--- src/rtl/eth_crc32_calc_if.sv ---
// eth_crc32_calc_if
//   Byte stream and FCS result between the transmit frame FSM and the CRC-32
//   calculator.
//   iafter_d5     : frame body in progress (SFD passed); 0 reinitialises the CRC
//   ipayload_end  : pulse, freezes the finished FCS
//   ieth_ena      : ieth_data carries a frame byte this cycle
//   ieth_data     : frame byte, bit 0 is first on the wire
//   ocrc32_data   : FCS, [7:0] transmitted first
//   master = frame FSM side, slave = CRC calculator side.
interface eth_crc32_calc_if;
    logic        iafter_d5;
    logic        ipayload_end;
    logic        ieth_ena;
    logic [7:0]  ieth_data;
    logic [31:0] ocrc32_data;

    modport master (
        output iafter_d5,
        output ipayload_end,
        output ieth_ena,
        output ieth_data,
        input  ocrc32_data
    );

    modport slave (
        input  iafter_d5,
        input  ipayload_end,
        input  ieth_ena,
        input  ieth_data,
        output ocrc32_data
    );
endinterface

--- src/rtl/eth_crc32_calc.sv ---
// eth_crc32_calc
//   Byte-serial Ethernet FCS (CRC-32, IEEE 802.3) generator. Accumulates every
//   enabled frame byte after the SFD and continuously presents the finished FCS
//   for the transmit FSM to append after the last payload byte.
//   ieth_clk    : clock, all state on the rising edge
//   ieth_rst_n  : asynchronous active-low reset
//   bus         : byte stream in / FCS out (slave side of eth_crc32_calc_if)
module eth_crc32_calc #(
    parameter logic [31:0] POLY     = 32'h04C11DB7,
    parameter logic [31:0] CRC_INIT = 32'hFFFFFFFF
) (
    input  logic            ieth_clk,
    input  logic            ieth_rst_n,
    eth_crc32_calc_if.slave bus
);

    function automatic logic [31:0] reflect32(input logic [31:0] v);
        logic [31:0] r;
        r = {<<{v}};
        return r;
    endfunction

    // LSB-first wire order means the register runs in reflected form.
    localparam logic [31:0] POLY_REFL = reflect32(POLY);

    logic [31:0] crc_reg;
    logic [31:0] crc_next;
    logic        done;

    // One full byte per clock: eight reflected shift/xor steps unrolled.
    always_comb begin
        crc_next = crc_reg;
        for (int unsigned k = 0; k < 8; k++) begin
            if (crc_next[0] ^ bus.ieth_data[k[2:0]])
                crc_next = (crc_next >> 1) ^ POLY_REFL;
            else
                crc_next = crc_next >> 1;
        end
    end

    always_ff @(posedge ieth_clk or negedge ieth_rst_n) begin
        if (!ieth_rst_n) begin
            crc_reg <= CRC_INIT;
            done    <= 1'b0;
        end else if (!bus.iafter_d5) begin
            crc_reg <= CRC_INIT;
            done    <= 1'b0;
        end else if (bus.ipayload_end) begin
            // Freeze; the byte presented alongside the end pulse is not part of the body.
            done    <= 1'b1;
        end else if (bus.ieth_ena && !done) begin
            crc_reg <= crc_next;
        end
    end

    assign bus.ocrc32_data = ~crc_reg;

endmodule

--- src/flat_wrapper.sv ---
// flat-port wrapper written by rule: the top's interface ports become plain ports
module eth_crc32_calc_flat 
#(
    parameter logic [31:0] POLY     = 32'h04C11DB7,
    parameter logic [31:0] CRC_INIT = 32'hFFFFFFFF
)
  (ieth_clk, ieth_rst_n, bus_iafter_d5, bus_ipayload_end, bus_ieth_ena, bus_ieth_data, bus_ocrc32_data);
  eth_crc32_calc_if bus_i ();
  input  logic ieth_clk;
  input  logic ieth_rst_n;
  input wire logic [$bits(bus_i.iafter_d5)-1:0] bus_iafter_d5;
  input wire logic [$bits(bus_i.ipayload_end)-1:0] bus_ipayload_end;
  input wire logic [$bits(bus_i.ieth_ena)-1:0] bus_ieth_ena;
  input wire logic [$bits(bus_i.ieth_data)-1:0] bus_ieth_data;
  output wire logic [$bits(bus_i.ocrc32_data)-1:0] bus_ocrc32_data;
  assign bus_i.iafter_d5 = bus_iafter_d5;
  assign bus_i.ipayload_end = bus_ipayload_end;
  assign bus_i.ieth_ena = bus_ieth_ena;
  assign bus_i.ieth_data = bus_ieth_data;
  assign bus_ocrc32_data = bus_i.ocrc32_data;
  eth_crc32_calc #(.POLY(POLY), .CRC_INIT(CRC_INIT)) u_core (.ieth_clk(ieth_clk), .ieth_rst_n(ieth_rst_n), .bus(bus_i));
endmodule
--- config.mk ---
export PLATFORM = sky130hd
export DESIGN_NAME = eth_crc32_calc_flat
export DESIGN_NICKNAME = d
export VERILOG_FILES = /design/src/rtl/eth_crc32_calc_if.sv /design/src/rtl/eth_crc32_calc.sv /design/src/flat_wrapper.sv
export SDC_FILE = /design/constraint.sdc
export NUM_CORES = 1
export LEC_CHECK = 0
export CORE_UTILIZATION = 50
export CTS_CLUSTER_SIZE = 16
export DETAILED_ROUTE_END_ITERATION = 10
export HOLD_SLACK_MARGIN = 0.03
export PLACE_DENSITY = 0.79
export REMOVE_ABC_BUFFERS = 1
export SYNTH_ARGS = -nofsm -noshare
export SYNTH_HDL_FRONTEND = slang
export SYNTH_SLANG_ARGS = --single-unit
--- constraint.sdc ---
create_clock -name ieth_clk -period 5.6 [get_ports ieth_clk]
set_input_delay 1.12 -clock ieth_clk [delete_from_list [all_inputs] [get_ports ieth_clk]]
set_output_delay 1.12 -clock ieth_clk [all_outputs]
set_load 0.05 [all_outputs]
* Word-level counts from Yosys, hierarchy flattened *
Cells that the tools add are included.

word-level totals
  input port bits = 13
  register bits after elaboration = 33
  word-level logic and storage cells = 38
  output and inout bits = 32

cells by class
  mux-type cells = 13
  bitwise gates (word level) = 17
  reductions and logical operators = 3
  eq/ne operators = 3

operator list
  operator                                               count
  two-way mux 32 bit                                     11
  NOT 13 -> 14 bit                                       8
  NOT 32 bit                                             1
  XOR 1 bit                                              8
  inequality test 2 x 1 -> 1 bit, second input constant  2
  two-way mux 1 bit                                      2
  inequality test 2 bit, second input constant           1
  AND reduction 2 bit                                    1
  logical AND 1 bit                                      1
  zero test 1 bit                                        1

* Longest topological paths before layout *
Gate-level depths: netlist of the first run.

  depth in word-level cells = 19
  gate-level depth with buffers = 6
  mapped depth without buffers = 5

* Worst setup path before layout of the first run *
OpenSTA, ideal clock, no wires.

  kind = in2reg
  from = input port bus_ieth_data[1]
  to = register u_core.crc_reg[17]
  path slack = 3,135 ps
  data arrival time = 2,392 ps
  path buffers = 0
  stages on the path = 5
  required time = 5,527 ps
  library setup time = 73 ps
  path through = xnor2_2 xnor3_2 xnor2_2 xnor2_1 a21oi_1

on the way
  cells in the longest elaborated chain, start to end = 14

ends and longest elaborated chain
  item                               RTL line              text
  from (decl)                        flat_wrapper.sv:14    input wire logic [$bits(bus_i.ieth_data)-1:0] bus_ieth_data;
  XOR 1 bit *                        eth_crc32_calc.sv:34  if (crc_next[0] ^ bus.ieth_data[k[2:0]])
  two-way mux 32 bit * (2 in a row)  eth_crc32_calc.sv:34
  NOT 13 -> 14 bit (no line)         n/a
  two-way mux 32 bit *               eth_crc32_calc.sv:34
  NOT 13 -> 14 bit (no line)         n/a
  two-way mux 32 bit *               eth_crc32_calc.sv:34
  NOT 13 -> 14 bit (no line)         n/a
  two-way mux 32 bit * (3 in a row)  eth_crc32_calc.sv:34
  two-way mux 32 bit *               eth_crc32_calc.sv:51  end else if (bus.ieth_ena && !done) begin
  two-way mux 32 bit *               eth_crc32_calc.sv:48  end else if (bus.ipayload_end) begin
  two-way mux 32 bit *               eth_crc32_calc.sv:45  end else if (!bus.iafter_d5) begin
  to (signal assigned)               eth_crc32_calc.sv:52  crc_reg <= crc_next;
  to (decl)                          eth_crc32_calc.sv:26  logic [31:0] crc_reg;

Mark *: on every way between the ends. The rest lies on a longest branch, timed or not. The select of a mux whose other input is x is not followed.
A chain may end at the register's enable or synchronous reset.

* Worst setup path in the final report of the first run *
  from = input port bus_ieth_data[6]
  to = register u_core.crc_reg[18]

on the way
  cells in the longest elaborated chain, start to end = 6

ends and longest elaborated chain
  item                             RTL line
  XOR 1 bit                        eth_crc32_calc.sv:34
  two-way mux 32 bit (2 in a row)  eth_crc32_calc.sv:34
  two-way mux 32 bit               eth_crc32_calc.sv:51
  two-way mux 32 bit               eth_crc32_calc.sv:48
  two-way mux 32 bit               eth_crc32_calc.sv:45

No other way between the ends. The select of a mux whose other input is x is not followed.

==> impl_metrics.env, run 1 <==
export IMPL_finalSetupViolations=0
export IMPL_place_hpwl_um=2870
export IMPL_n_fill_cell=342
export IMPL_n_antenna_cell=0
export IMPL_areaGrowthSynthToFinish_pct=27.7
export IMPL_initial_core_util_pct=51.9
export IMPL_yosysSeqAreaShare_pct=41.7
export IMPL_min_period_over_period_pct=52.8
export IMPL_hold_path_class="flop to flop"
export IMPL_ys_seq_elements=33
export IMPL_yosys_warnings=0
export IMPL_place_ws_ps=2340
export IMPL_ioPinCount=45
export IMPL_vdd_ir_drop_max_v=0.000183
export IMPL_tightest_slew_ps=1190
export IMPL_end_kind="flop"
export IMPL_hold_viol_final=0
export IMPL_cts_made_buffers=5
export IMPL_grt_pass1_vias=1490
export IMPL_ys_types=16
export IMPL_syn_area_per_cell_um2=9.75
export IMPL_portBuffers=44
export IMPL_dp_cells=301
export IMPL_drt_pre_antenna_iters=4
export IMPL_outcome="finished clean"
export IMPL_largest_register_ffs=32
export IMPL_synthCells=213
export IMPL_crit_required_ps=5810
export IMPL_die_area_um2=4420
export IMPL_wirelength_um=4170
export IMPL_fin_cells=309
export IMPL_viasPerCell=4.71
export IMPL_clk_latency_ps=290
export IMPL_ant_nets=0
export IMPL_register_area_um2=866
export IMPL_wl_per_cell_um=13.5
export IMPL_cts_root_buf="clkbuf_8"
export IMPL_timing_fmax_ghz=0.338
export IMPL_cts_sinks=33
export IMPL_finalNetCount=271
export IMPL_setup_tns_ps=0
export IMPL_cts_hold_buf=0
export IMPL_startpoint_type="primary input"
export IMPL_htree_levels=2
export IMPL_multiInputGateArea_um2=1060
export IMPL_skew_ps=5.41
export IMPL_grt_overflow=0
export IMPL_grt_max_degree=34
export IMPL_p_per_area_nw_per_um2=412
export IMPL_path_clk_slew_ps=60
export IMPL_grt_pass1_wl_um=7000
export IMPL_ctsResizeCount=0
export IMPL_vias=1456
export IMPL_layout_setup_ws_ps=2640
export IMPL_cp_max_fo=5
export IMPL_slew_headroom_pct=20.7
export IMPL_slew_viol_final=0
export IMPL_cts_tree="yes"
export IMPL_die_h_um=66.5
export IMPL_fp_dieW_um=66.5
export IMPL_grt_use_total_pct=21.8
export IMPL_path_class="primary input to flop"
export IMPL_fp_coreArea_um2=4000
export IMPL_period_minus_slack_ps=2960
export IMPL_cp_arrival_ps=3170
export IMPL_drt_iter0_drc=73
export IMPL_cap_viol_max_count=0
export IMPL_gp_congestion=0.849
export IMPL_syn_area_um2=2080
export IMPL_finish_utilization_pct=66.3
export IMPL_drive_gt1_share_pct=20.1
export IMPL_cts_buffer_depth=2
export IMPL_drcViolationCount=0
export IMPL_power_leakage_nw=1.21
export IMPL_fp_row_count=23
export IMPL_antenna_found_initial=0
export IMPL_rsz0062_at_grt="false"
export IMPL_post_cts_buffers=0
cell type report:
cell class,instances,area share [%]
flip-flops and latches,33,32.7
multi-input cells,141,40.2
clock buffers,8,3.40
well taps,50,2.36
inverters,32,4.53
repair buffers,45,16.9
power by group:
| part | internal, mW | switching [mW] |
|---|---|---|
| Combinational | 0.255 | 0.332 |
| Sequential | 0.293 | 0.0270 |
| Clock | 0.100 | 0.0847 |
metrics by stage:
| stage | instance area, um2 | hold WS [ps] | total power, mW |
|---|---|---|---|
| global route | 2650 | 527 | 1.16 |
| finish | 2650 | 503 | 1.09 |
| detailed placement | 2560 | 492 | 0.910 |
| CTS | 2650 | 504 | 1.10 |
| global placement | 2560 | 489 | 0.901 |
| floorplan | 2050 | 476 | 0.774 |
layout by cell type, fill, tap and decap left out, drive strengths merged:
master,instances
a21oi,32
and3,1
buf,1
clkbuf,8
clkdlybuf4s50,44
dfrtp,1
dfstp,32
inv,32
nand2,2
nor2,33
nor2b,1
xnor2,61
xnor3,2
xor2,9
synth_stat cells, drive strengths merged:
cell	number	area, um2
nand2	2	7.51
inv	32	120
a21oi	32	160
dfstp	32	841
and3	1	6.26
xnor2	61	609
dfrtp	1	25.0
nor2b	1	6.26
xor2	9	105
xnor3	2	46.3
clkbuf	7	26.3
nor2	33	124
path summary, 6_finish.rpt:
path                                                 from                             end  slack (ps)  cells after the start
max                                      bus_ieth_data[6]  u_core.crc_reg[18]$_DFFE_PN1P_        2640                      6
min                        u_core.crc_reg[10]$_DFFE_PN1P_  u_core.crc_reg[10]$_DFFE_PN1P_         500                      2
max reg2reg                 u_core.crc_reg[0]$_DFFE_PN1P_  u_core.crc_reg[18]$_DFFE_PN1P_        3480                      5
min reg2reg                u_core.crc_reg[10]$_DFFE_PN1P_  u_core.crc_reg[10]$_DFFE_PN1P_         500                      2
max in group asynchronous                      ieth_rst_n   u_core.crc_reg[0]$_DFFE_PN1P_        4030                      2
min in group asynchronous                      ieth_rst_n         u_core.done$_DFFE_PN0P_        1240                      2
worst max-delay path, cell delays in order:
cell and delay (ps):
clkdlybuf4s50_1 440, xnor2_2 440, xor2_2 260, xnor2_1 540
xnor2_1 180, a21oi_1 180
layer usage:
| metal | wire length, um | vias to the layer above | GRT usage, % | share of wire (%) |
|---|---|---|---|---|
| li1 | - | 735 | - | - |
| met1 | 1950 | 671 | 28.4 | 47 |
| met2 | 1980 | 42 | 36.1 | 47 |
| met3 | 171 | 8 | 3.60 | 4.1 |
| met4 | 66 | 0 | 8.78 | 1.6 |
| met5 | 0 | - | 0 | 0 |
cell families (layout without fill, tap and decap cells):
logic type	after synthesis	after routing	share of synthesized area [%]
buffers and inverters	39	85	7.05
XOR/XNOR	72	72	36.6
AO/OA/AOI/OAI	32	32	7.71
AND/OR/NAND/NOR	37	37	6.93
flip-flops	33	33	41.7
(Power assumes the default switching activity.)
==> run 2, diff against run 1 <==
- clock period: 5.6 -> 2.9 ns (I/O delays scaled with it)
==> run 2 against run 1 <==
Cell count is 2.6% higher. Critical path type unchanged. Sequential power is 93% higher. Largest cell class unchanged. Clock power is 92% higher. Via count is 2.2% higher. Die area stayed put. Worst hold slack better by 0.58 ps.
==> impl_metrics.env, run 2 (synthesis gave the netlist of run 1 again) <==
export IMPL_wl_met1_um=1940
export IMPL_die_area_um2=4420
export IMPL_place_ws_ps=269
export IMPL_vias=1488
export IMPL_highest_layer="met4"
export IMPL_path_clk_slew_ps=70
export IMPL_cts_tree="yes"
export IMPL_layout_commonest_cell="xnor2_1"
export IMPL_met2WireLength_um=1990
export IMPL_hold_viol_final=0
export IMPL_max_stage_delay_ps=570
export IMPL_min_period_over_period_pct=78.8
export IMPL_drt_pre_antenna_iters=4
export IMPL_p_int_mw=1.28
export IMPL_cap_viol_max_count=0
export IMPL_clk_latency_ps=290
export IMPL_switching_share_pct=40.2
export IMPL_drcViolationCount=0
export IMPL_gp_congestion=0.816
export IMPL_grt_pass1_vias=1538
export IMPL_cp_arrival_ps=2500
export IMPL_cp_top_family="XOR/XNOR gates"
export IMPL_tightest_slew_ps=596
export IMPL_path_class="primary input to flop"
export IMPL_slew_viol_final=0
export IMPL_hold_path_class="flop to flop"
export IMPL_multiInputGateArea_um2=1060
export IMPL_wl_per_cell_um=13.1
export IMPL_slowest_stage="clkdlybuf4s50_1"
export IMPL_cp_max_fo=6
export IMPL_setup_tns_ps=0
export IMPL_p_per_area_nw_per_um2=786
export IMPL_p_switching_mw=0.856
export IMPL_htree_levels=2
export IMPL_areaGrowthSynthToFinish_pct=30.5
export IMPL_grt_max_degree=34
export IMPL_grt_overflow=0
export IMPL_grt_pass1_wl_um=7080
export IMPL_cts_hold_buf=0
export IMPL_drt_iter0_drc=85
export IMPL_portBuffers=44
export IMPL_clkPwrFrac_pct=16.6
export IMPL_timing_fmax_ghz=0.438
export IMPL_outcome="finished clean"
export IMPL_layout_setup_ws_ps=615
export IMPL_die_h_um=66.5
export IMPL_post_cts_buffers=0
export IMPL_cts_sinks=33
export IMPL_slew_headroom_pct=60.1
export IMPL_seq_power_share_pct=29.0
export IMPL_drive_gt1_share_pct=22.5
export IMPL_viasPerCell=4.69
export IMPL_power_leakage_nw=1.25
export IMPL_ctsResizeCount=0
export IMPL_wirelength_um=4160
export IMPL_r2r_cells=5
export IMPL_startpoint_type="primary input"
export IMPL_worstHoldPathCells=2
export IMPL_antenna_found_initial=0
export IMPL_initial_core_util_pct=51.9
export IMPL_fp_row_count=23
export IMPL_ant_nets=0
export IMPL_wl_met3_um=155
export IMPL_n_fill_cell=327
export IMPL_register_area_um2=866
export IMPL_vdd_ir_drop_max_v=0.000438
export IMPL_crit_required_ps=3120
export IMPL_cp_cell_sequence="clkdlybuf4s50_1 -> xor2_4 -> xor2_2 -> xnor3_1 -> xnor2_1 -> a21oi_1"
export IMPL_ioPinCount=45
export IMPL_layout_common_cells="51 x xnor2_1, 44 x clkdlybuf4s50_1, 33 x nor2_1"
export IMPL_fp_coreArea_um2=4000
export IMPL_cts_made_buffers=5
export IMPL_critPathBufInv=1
export IMPL_rsz0062_at_grt="false"
export IMPL_finalNetCount=279
export IMPL_largest_register_ffs=32
export IMPL_grt_use_total_pct=22.3
export IMPL_place_hpwl_um=2960
export IMPL_crit_cells=6
export IMPL_period_minus_slack_ps=2280
export IMPL_p_comb_share_pct=54.4
export IMPL_finalSetupViolations=0
export IMPL_cts_buffer_depth=2
export IMPL_skew_ps=5.76
export IMPL_n_antenna_cell=0
export IMPL_end_kind="flop"
export IMPL_cts_root_buf="clkbuf_8"
export IMPL_fp_dieW_um=66.5
[run 2: cell types whose count changed in the layout (fill, tap and decap cells not counted)]
cell	change
buf_4	+8
[run 2: metrics by stage]
stage | cells | power (mW) | hold WS [ps] | instance area, um2 | utilization, %
2_1_floorplan | 206 | 1.50 | 284 | 2050 | -
3_3_place_gp | 309 | 1.77 | 488 | 2620 | 65.5
3_5_place_dp | 309 | 1.78 | 492 | 2620 | 65.5
4_1_cts | 317 | 2.15 | 505 | 2710 | 67.8
5_1_grt | 317 | 2.26 | 520 | 2710 | 67.8
6_report | 317 | 2.13 | 503 | 2710 | 67.8
[run 2: worst reg2reg max path, cell delays in order, from the launching register on]
cell and delay [ps]:
dfstp_2 590, xor2_4 290, xor2_2 350, xnor3_1 400, xnor2_1 140, a21oi_1 160
[run 2: metal layers]
layer | vias up | global-route usage, %
met5 | - | 0
li1 | 749 | -
met1 | 690 | 29.6
met3 | 9 | 5.82
met4 | 0 | 8.78
met2 | 40 | 34.7
[run 2: power by group through the flow]
| stage | logic, mW | clock network (mW) | registers [mW] |
|---|---|---|---|
| 2_1_floorplan | 0.885 | 0 | 0.610 |
| 3_3_place_gp | 1.15 | 0 | 0.621 |
| 3_5_place_dp | 1.16 | 0 | 0.623 |
| 4_1_cts | 1.17 | 0.364 | 0.618 |
| 5_1_grt | 1.25 | 0.385 | 0.626 |
| 6_report | 1.16 | 0.355 | 0.617 |
[run 2: final timing paths]
| path | start | end | slack, ps |
|---|---|---|---|
| worst max-delay path | bus_ieth_data[0] | u_core.crc_reg[20]$_DFFE_PN1P_ | 620 |
| min in group asynchronous | ieth_rst_n | u_core.done$_DFFE_PN0P_ | 700 |
| worst max register to register | u_core.crc_reg[0]$_DFFE_PN1P_ | u_core.crc_reg[20]$_DFFE_PN1P_ | 890 |
| max in group asynchronous | ieth_rst_n | u_core.crc_reg[31]$_DFFE_PN1P_ | 1880 |
| worst min-delay path | u_core.crc_reg[8]$_DFFE_PN1P_ | u_core.crc_reg[8]$_DFFE_PN1P_ | 500 |
| worst min register to register | u_core.crc_reg[8]$_DFFE_PN1P_ | u_core.crc_reg[8]$_DFFE_PN1P_ | 500 |
[run 2: cell type report]
class,count,share of cell area [%]
Sequential cell,33,31.9
Clock buffer,8,3.32
Timing Repair Buffer,53,18.7
Multi-Input combinational cell,141,39.3
Inverter,32,4.43
Tap cell,50,2.31
==> RTL edit (config.mk and constraints of run 1) <==
Make the reset (`ieth_rst_n`) synchronous in one clocked block. Comments in the files are not updated.
--- a/src/rtl/eth_crc32_calc.sv
+++ b/src/rtl/eth_crc32_calc.sv
@@ -39,5 +39,5 @@
     end
 
-    always_ff @(posedge ieth_clk or negedge ieth_rst_n) begin
+    always_ff @(posedge ieth_clk) begin
         if (!ieth_rst_n) begin
             crc_reg <= CRC_INIT;
Behaviour: differs if ieth_rst_n is asserted again (counterexample within 4 cycles, from zero or initial values and one cycle with ieth_rst_n low); with ieth_rst_n held inactive, the same outputs for 4 cycles.
==> RTL edit against run 1 <==
  * Register-to-register slack improved by 0.29 ns
  * Worst setup slack gained 0.19 ns
  * Cell area fell by 4.3%
  * Die area fell by 4.4%
  * Sequential cell count did not move
  * Routed wire length down 3.8%
  * Count of clock-buffer cells in the layout did not move
  * Synthesized area shrank 4.6%
  * Hold slack worse by 0.030 ns
  * Maximum frequency up 7.0%
  * Highest routed layer unchanged
Power is not compared: it rests on default switching activity, and its combinational part moved more than twofold at a synthesized area within 25%.
==> RTL edit: results (changes against run 1) <==
[routing]
drt-total-wl_mm = 4.011  ; -3.8%
vias_per_cell = 4.863  ; +3.2%
drt_iter0_drc = 79  ; +8.2%

[critical_path]
cpPeakStageDelay_ns = 0.51  ; -0.03 ns
arrival_ns = 2.92  ; -0.25 ns
reg2reg_slack_ns = 3.77  ; +0.29 ns

[cts]
clk_pin_slew_ns = 0.06  ; about the same
clock-root-buffer = clkbuf_8
cts-buffers-inserted = 5  ; unchanged
post-cts-setup-buffers = 0  ; unchanged

[status]
outcome = complete, no violations

[logic_synthesis]
ys_async_sr_fraction_pct = 0  ; -100 points
yosysUniqueCellTypes = 18  ; +2
synthTopCellsByCount = xnor2_1 (62), dfxtp_1 (33), inv_1 (32)
yosysSeqAreaShare_pct = 33.33  ; -8.4 points
synth.area.top_cells = dfxtp_1 (33%), xnor2_1 (27%), o211ai_1 (7.2%)

[place]
hpwl_mm = 2.888  ; +0.70%
dpl_worst_slack_ns = 2.522  ; +0.1817 ns
gp_congestion = 0.8096  ; -4.6%

[sta]
fmax_ghz = 0.3618  ; +7.0%
skew_ns = 0.002914  ; -0.002493 ns
slew_headroom_pct = 50.37  ; +30 points

[cells_and_area]
final_nets = 277  ; +2.2%
layout-drive-gt1-share_pct = 6.415  ; -14 points
nFillCells = 333  ; -2.6%

[global_route]
grt_use_total_pct = 21.36  ; -0.46 points
antenna_found_initial = 0  ; unchanged
grt_max_degree = 46  ; +35%
grt_pass1_wl_mm = 6.637  ; -5.2%
grt_pass1_vias = 1380  ; -7.4%

[power_and_ir_drop]
p_leak_nw = 1.160

[RTL edit: final cells by class]
cell class              instances  share of cell area (%)
well taps                      48                   2.368
inverters                      32                   4.736
repair buffers                 45                   17.66
multi-input cells             147                   46.03
clock buffers                   8                   3.157
flip-flops and latches         33                   26.05
[RTL edit: logic make-up after synthesis]
group	synth area share (%)
AOI/OAI and AO/OA	12.63
xor gates and xnor gates	39.84
buffers and inverters	7.765
DFF	33.33
and+or+nand+nor	6.439
[RTL edit: path summary, 6_finish.rpt]
check                startpoint            endpoint  cells past startpoint
max reg2reg   u_core.crc_reg[3]  u_core.crc_reg[20]                      5
min reg2reg  u_core.crc_reg[15]  u_core.crc_reg[15]                      2
max            bus_ieth_data[3]  u_core.crc_reg[20]                      6
min          u_core.crc_reg[15]  u_core.crc_reg[15]                      2
[RTL edit: report_power, final]
group          total, mW  internal [mW]  leakage [nW]  switching (mW)
clock              0.171         0.0882        0.0395          0.0833
sequential         0.253          0.245         0.270         0.00850
combinational      0.263          0.119         0.851           0.143
total              0.687          0.452          1.16           0.235
[RTL edit: metrics by stage]
step / cells / hold WS [ns] / cell area, µm² / util (%)
finish: 313 / 0.4731 / 2536 / 67.75
global route: 313 / 0.5190 / 2536 / 67.75
CTS: 313 / 0.4747 / 2536 / 67.75
detailed placement: 305 / 0.4591 / 2456 / 65.61
global placement: 305 / 0.4445 / 2456 / 65.61
floorplan: 212 / 0.4320 / 1948 / -
[RTL edit: layer usage]
metal | part of all wire [%] | GRT usage, %
met1 | 46 | 26.99
met2 | 47 | 34.51
met3 | 5.1 | 5.458
met4 | 1.4 | 8.333
met5 | 0 | 0
